--- src/rtl/hazard_control_unit.sv ---
// Pipeline hazard controller: per-stage enable/flush, PC write enable, halt
// tracking and a saturating stall-cycle counter.
//
// state | meaning
// RUN   | normal operation
// DWAIT | data-memory access in MEM stage outstanding, pipeline frozen
// HALT  | halt retired; pipeline frozen until reset
module hazard_control_unit #(
  parameter int CNT_W = 16
) (
  input  logic             CLK,
  input  logic             nRST,
  input  logic             ihit,
  input  logic             dhit,
  input  logic             mem_dREN,
  input  logic             mem_dWEN,
  input  logic             mem_branch_taken,
  input  logic             id_jump,
  input  logic             idex_dREN,
  input  logic [4:0]       idex_rt,
  input  logic [4:0]       ifid_rs,
  input  logic [4:0]       ifid_rt,
  input  logic             wb_halt,
  output logic             pc_en,
  output logic             ifid_en,
  output logic             idex_en,
  output logic             exmem_en,
  output logic             memwb_en,
  output logic             ifid_flush,
  output logic             idex_flush,
  output logic             exmem_flush,
  output logic             memwb_flush,
  output logic             halt,
  output logic [CNT_W-1:0] stall_cnt
);

  typedef enum logic [1:0] {RUN, DWAIT, HALT} state_t;

  state_t state, state_next;
  logic   mem_busy;
  logic   load_use;

  assign mem_busy = (mem_dREN | mem_dWEN) & ~dhit;
  assign load_use = idex_dREN & (idex_rt != 5'd0) &
                    ((idex_rt == ifid_rs) | (idex_rt == ifid_rt));

  always_comb begin
    state_next  = state;
    pc_en       = 1'b0;
    ifid_en     = 1'b0;
    idex_en     = 1'b0;
    exmem_en    = 1'b0;
    memwb_en    = 1'b0;
    ifid_flush  = 1'b0;
    idex_flush  = 1'b0;
    exmem_flush = 1'b0;
    memwb_flush = 1'b0;
    // Outputs are combinational, so gate them while reset is held.
    if (!nRST) begin
      state_next = RUN;
    end else if (state == HALT) begin
      state_next = HALT;
    end else if (wb_halt) begin
      state_next = HALT;
    end else if (mem_busy) begin
      state_next = DWAIT;
    end else begin
      state_next = RUN;
      if (mem_branch_taken) begin
        pc_en       = 1'b1;
        ifid_flush  = 1'b1;
        idex_flush  = 1'b1;
        exmem_flush = 1'b1;
        memwb_en    = 1'b1;
      end else if (load_use) begin
        idex_flush = 1'b1;
        exmem_en   = 1'b1;
        memwb_en   = 1'b1;
      end else if (id_jump) begin
        pc_en      = ihit;
        ifid_flush = 1'b1;
        idex_en    = 1'b1;
        exmem_en   = 1'b1;
        memwb_en   = 1'b1;
      end else if (!ihit) begin
        ifid_flush = 1'b1;
        idex_en    = 1'b1;
        exmem_en   = 1'b1;
        memwb_en   = 1'b1;
      end else begin
        pc_en    = 1'b1;
        ifid_en  = 1'b1;
        idex_en  = 1'b1;
        exmem_en = 1'b1;
        memwb_en = 1'b1;
      end
    end
  end

  always_ff @(posedge CLK or negedge nRST) begin
    if (!nRST) begin
      state <= RUN;
    end else begin
      state <= state_next;
    end
  end

  always_ff @(posedge CLK or negedge nRST) begin
    if (!nRST) begin
      stall_cnt <= '0;
    end else if (!pc_en && (state != HALT) && (stall_cnt != '1)) begin
      stall_cnt <= stall_cnt + CNT_W'(1);
    end
  end

  assign halt = (state == HALT);

endmodule

--- config.mk ---
export PLATFORM = sky130hd
export DESIGN_NAME = hazard_control_unit
export DESIGN_NICKNAME = d
export VERILOG_FILES = /design/src/rtl/hazard_control_unit.sv
export SDC_FILE = /design/constraint.sdc
export NUM_CORES = 1
export LEC_CHECK = 0
export BUFFER_PORTS_ARGS = -buffer_cell sky130_fd_sc_hd__buf_2
export CAP_MARGIN = 20
export CORE_MARGIN = 4
export CORE_UTILIZATION = 48
export CTS_BUF_LIST = sky130_fd_sc_hd__clkbuf_8
export DETAILED_ROUTE_END_ITERATION = 10
export GPL_ROUTABILITY_DRIVEN = 0
export PLACE_DENSITY = 0.88
export SETUP_SLACK_MARGIN = 0.15
export SYNTH_ARGS = -nofsm -noshare
export SYNTH_HDL_FRONTEND = slang
export SYNTH_SLANG_ARGS = --single-unit
--- constraint.sdc ---
create_clock -name CLK -period 1.9 [get_ports CLK]
set_input_delay 0.19 -clock CLK [delete_from_list [all_inputs] [get_ports CLK]]
set_output_delay 0.19 -clock CLK [all_outputs]
set_load 0.01 [all_outputs]
======== After elaboration in Yosys (flattened, before gate mapping) ========
Index checks and enable logic that the tools add are counted.
word-level totals
  bits of input ports ..................... 25
  output and inout bits ................... 26
  register bits after elaboration ......... 18
  logic and storage cells ................. 71
operators by class
  multiplexer cells ....................... 53
  bitwise gates (word level) .............. 6
  $add $sub $neg .......................... 1
  reduce and logical (&&, ||, !) cells .... 4
  equality and inequality tests ........... 5
operators with widths
  operator                 count
  $mux W1                  50
  $add A16 B1 Y16 const B  1
  $ne A16 B16 Y1 const B   1
  $eq A5 B5 Y1             2
  $mux W2                  3
  $reduce_bool A5 Y1       1
  $and A1 B1 Y1            3
  $eq A2 B2 Y1 const B     1
  $logic_and A1 B1 Y1      2
  $ne A2 B2 Y1 const B     1
  $or A1 B1 Y1             2
  $logic_not A1 Y1         1
  $not A1 Y1               1

======== Longest topological paths before layout ========
  word-level depth ........................ 12
  mapped depth ............................ 7
  gate-level depth less buffers ........... 6

======== Least setup slack after synthesis ========
OpenSTA, ideal clock, no wires.
  kind .................................... flip-flop to flip-flop
  start point ............................. reg stall_cnt[3]
  end point ............................... reg stall_cnt[13]
  path buffers ............................ 1
  period minus slack after synthesis ...... 1.762 ns
  library setup time ...................... 0.138 ns
  arrival ................................. 1.623 ns
  data required time ...................... 1.762 ns
  setup slack ............................. 0.138 ns
  stages on the path, launching flop included .. 8
  cell sequence ........................... dfrtp_1 and4_1 and3_1 inv_2 nor3_4 buf_2 nor4_1 xor2_1
on the way
  cells in the longest elaborated chain, start to end .. 2
  elaborated cells between the ends (all ways) .. 3
  those cells by class .................... add/sub (1); eq/ne (1); reduce/logical (1)
RTL lines
  item                                                                     RTL line  text
  start: declaration                                                       34        output logic [CNT_W-1:0] stall_cnt
  start signal: assignment                                                 112       stall_cnt <= stall_cnt + CNT_W'(1);
  parallel branches: the longest is 2 deep, another holds $add A16 B1 Y16  n/a
Parallel ways; which one is timed is not known.
A chain may end at the register's enable or synchronous reset.

======== Final worst setup path ========
  start point ............................. in idex_rt[4]
  end point ............................... out pc_en
on the way
  cells in the longest elaborated chain, start to end .. 9
  elaborated cells between the ends (all ways) .. 12
  those cells by class .................... eq/ne (2); mux (6); bitwise (3); reduce/logical (1)
RTL lines
  item                                                       RTL line  text
  start: declaration                                         20        input logic [4:0] idex_rt,
  $eq A5 B5 Y1 / $reduce_bool A5 Y1 (equally long branches)  45, 44
  $or A1 B1 Y1 / $and A1 B1 Y1 (equally long branches)       45, 44
  $and A1 B1 Y1 (*)                                          44        assign load_use = idex_dREN & (idex_rt != 5'd0) &
  $mux W1 (*)                                                75        end else if (load_use) begin
  $mux W1 (*)                                                69        if (mem_branch_taken) begin
  $mux W1 (*)                                                65        end else if (mem_busy) begin
  $mux W1 (*)                                                63        end else if (wb_halt) begin
  $mux W1 (*)                                                61        end else if (state == HALT) begin
  $mux W1 (*)                                                59        if (!nRST) begin
  end: declaration                                           24        output logic pc_en,
Every way passes the cells marked *; elsewhere a longest branch is shown, timed or not.

==> key figures <==
Yosys
  – Synth area leader: dfrtp_1
  – Post-synth EDFFs: 0
  – Yosys top cell area share: about 40%
  – Synth Register Bits: 18
  – Warnings, synthesis: 0
  – Sequential area share after synthesis: 39.9%
  – Post-synth ARST share: between 90% and 100%
  – Syn Inst Count: 120
  – Syn_area_per_cell: 9.40 sq um
  – Most common library cells after synthesis: dfrtp_1, xor2_1, nand2_1, xnor2_1, nand3_1
  – Top FF cell, synth: dfrtp_1
  – Synthesized Nets: 146
  – Unique masters post-synth: 36
  – Synth top area cells: dfrtp_1, xor2_1, xnor2_1
  – Count leader, synth: dfrtp_1
  – Syn Std Cell Area: between 0.001 and 0.0015 sq mm

Clock network
  – CTS Sinks: 18
  – H-tree levels: 1
  – Clock Latency Late Sink: between 0.2 and 0.3 ns
  – Clock buffer count from CTS: 3
  – Longest Clk Path Bufs: 2
  – CTS tree: yes
  – CTS clk-pin slew, worst paths: 0.06 ns
  – Root Driver: clkbuf_8

Timing
  – RSZ-0062 raised after global routing: yes
  – Peak Freq: 539 MHz
  – Slew Viols, Final: 0
  – Setup TNS: 0 ns
  – Max Clock Skew: 0.000987 ns
  – Min Clock Period, post-route: approximately 1.9 ns
  – Tcrit/Tclk final: 97.6%
  – Slew HR: 46.5%
  – Hold Fails Final Rpt: 0
  – Worst-Margin Slew: 0.800 ns
  – Final setup viols: 0
  – WHS: 0.341 ns

Floorplanning
  – IO Count: slightly above 50
  – Row Count: 17
  – Initial core utilization: 50.5%
  – Die area: 0.00319 sq mm
  – Core box area: around 0.0022 sq mm
  – Chip height: 56.5 um
  – Horiz. Die Dim: between 50 and 60 um

Worst setup path
  – RR Startpoint: stall_cnt[4]$_DFFE_PN0P_
  – Critical Path AT: roughly 1.7 ns
  – Worst r2r dst: stall_cnt[1]$_DFFE_PN0P_
  – Worst Reg-to-Reg Cells: 6
  – FF-to-FF setup slack: around 0.19 ns
  – CP max FO: 5
  – Slowest CP cell: or4_4
  – CP bufs+invs: 2
  – Critical path startpoint category: input port
  – Worst Setup End Kind: output pin
  – Worst path required time: around 1.7 ns
  – Setup CP Type: in2out
  – CP delay by family, top: simple AND/OR/NAND/NOR gates
  – Cells along the critical path: buf_8, or4_4, o21ai_2, and2b_2, o21ai_1, and2_1, buf_2
  – Worst path max stage delay: about 0.52 ns

Hold path
  – Hold wc startpoint: mem_dREN
  – Hold worst-path end: state[0]$_DFF_PN0_
  – Worst min-delay path category: in2reg
  – Hold depth: 3

Status
  – Run status: finished, final reports clean

Routing
  – 1st-pass router iterations: 4
  – Vias: roughly 1200
  – WL final: between 3000 and 4000 um
  – Antenna Nets Post-Route: 0
  – Vias per inst: 5.39
  – DRC errors left: 0
  – Initial DRC count: 43
  – Routed wire per std cell: 14.7 um

Global routing
  – Initial antenna violation count: 0
  – Vias in the first global route: 1144
  – GRT Util Overall: 18.4%
  – Global-route wire length before repair: 4850 um
  – Congestion Overflow GR: 0
  – Largest net degree at the start of global routing: 19

Layout
  – Finished Layout Cells: 226
  – Area occupied by multi-input gates: around 760 sq um
  – Nets: 226
  – Final-layout fill cell count: 119
  – Reg area: 452 sq um
  – Layout Utilization: 80.4%
  – Layout cells sized above 1: 56.1%
  – P&R area growth vs syn: 59.1%
  – Antenna diode count: 0

Pwr
  – Total power: 1.95 mW
  – Lkg Pwr: slightly above 0.8 nW
  – Max IR drop VDD: just over 1 mV
  – Cell Pwr Density: 1090 mW/mm^2

Placement
  – PortBufs: between 40 and 50
  – Placed cells: 202
  – Dpl hpwl: 2060 um

Job
  – Max Cap Viol: 0
## repair_timing
item,CTS,global route
hold buffers,1,0
resized for setup,16,19
pin swaps,6,6
buffers inserted,5,15
hold endpoints to repair,18,0
setup endpoints to repair,11,21
## placed cells by master (no fill, tap or decap), types with 2 or more instances in the layout
cell      instances
buf_6             4
and2b_2           2
xor2_1           14
nor3_2            2
buf_4            25
mux2_4            2
nor2_1            5
buf_2            47
nand2_1          11
nand3_1           7
nor4_2            4
nor2_4            2
nand4_1           2
xnor2_1          10
nor4_1            2
nor3_1            6
dfrtp_1          17
clkbuf_8          3
inv_1             3
nor2_2            2
## per-stage QoR
stage | setup WS [ns] | instance area [sq um]
5_1_grt | -0.0133 | 1800
2_1_floorplan | 0.177 | 1130
6_report | 0.0448 | 1800
3_3_place_gp | 0.0536 | 1450
4_1_cts | 0.114 | 1590
3_5_place_dp | 0.0300 | 1450
## power breakdown
group	switching, mW	internal [mW]	leakage (nW)	total [mW]
clock	0.113	0.140	0.0216	0.254
sequential	0.179	0.539	0.199	0.719
combinational	0.478	0.503	0.606	0.981
total	0.771	1.18	0.827	1.95
## worst max-delay path by stage
stage / startpoint / to / cells past startpoint
after floorplan: stall_cnt[3]$_DFFE_PN0P_ / stall_cnt[13]$_DFFE_PN0P_ / 7
after global placement: idex_rt[1] / ifid_flush / 7
after detailed placement: idex_rt[1] / ifid_flush / 7
after CTS: idex_rt[4] / ifid_flush / 7
after global routing: idex_rt[4] / pc_en / 7
final: idex_rt[4] / pc_en / 7
## worst register-to-register path, cell delays in order, from the launching register on
cell,delay (ns)
dfrtp_1,0.40
and4_4,0.24
and3_4,0.19
inv_2,0.04
nor3_4,0.31
nor2_2,0.11
mux2_4,0.30
## routing by layer
| metal | GRT usage (%) | routed length, um |
|---|---|---|
| met1 | 23.1 | 1430 |
| met2 | 30.4 | 1580 |
| met3 | 4.60 | 288 |
| met4 | 6.78 | 31 |
| met5 | 0 | 0 |
## cells by family (layout without fill, tap and decap cells)
family | count (synthesis) | in the layout | synth area share [%]
xor gates and xnor gates | 24 | 24 | 18.6
buffers and inverters | 7 | 85 | 3.44
DFF | 18 | 18 | 39.9
AOI/OAI and AO/OA | 8 | 8 | 5.32
and+or+nand+nor | 59 | 59 | 28.6
adders and majority gates | 1 | 1 | 1.11
other | 1 | 1 | 0.332
muxes | 2 | 2 | 2.66
## final cells by class
| cell class | count | area share (%) |
|---|---|---|
| Clock buffer | 3 | 2.30 |
| Inverter | 4 | 0.836 |
| Multi-Input combinational cell | 95 | 42.3 |
| Sequential cell | 18 | 25.2 |
| Tap cell | 28 | 1.95 |
| Timing Repair Buffer | 78 | 27.5 |
## sequential cells by signal, summed over array words and instances (netlist names)
| signal | flops |
|---|---|
| stall_cnt | 16 |
| state | 2 |
(Power assumes the default switching activity.)
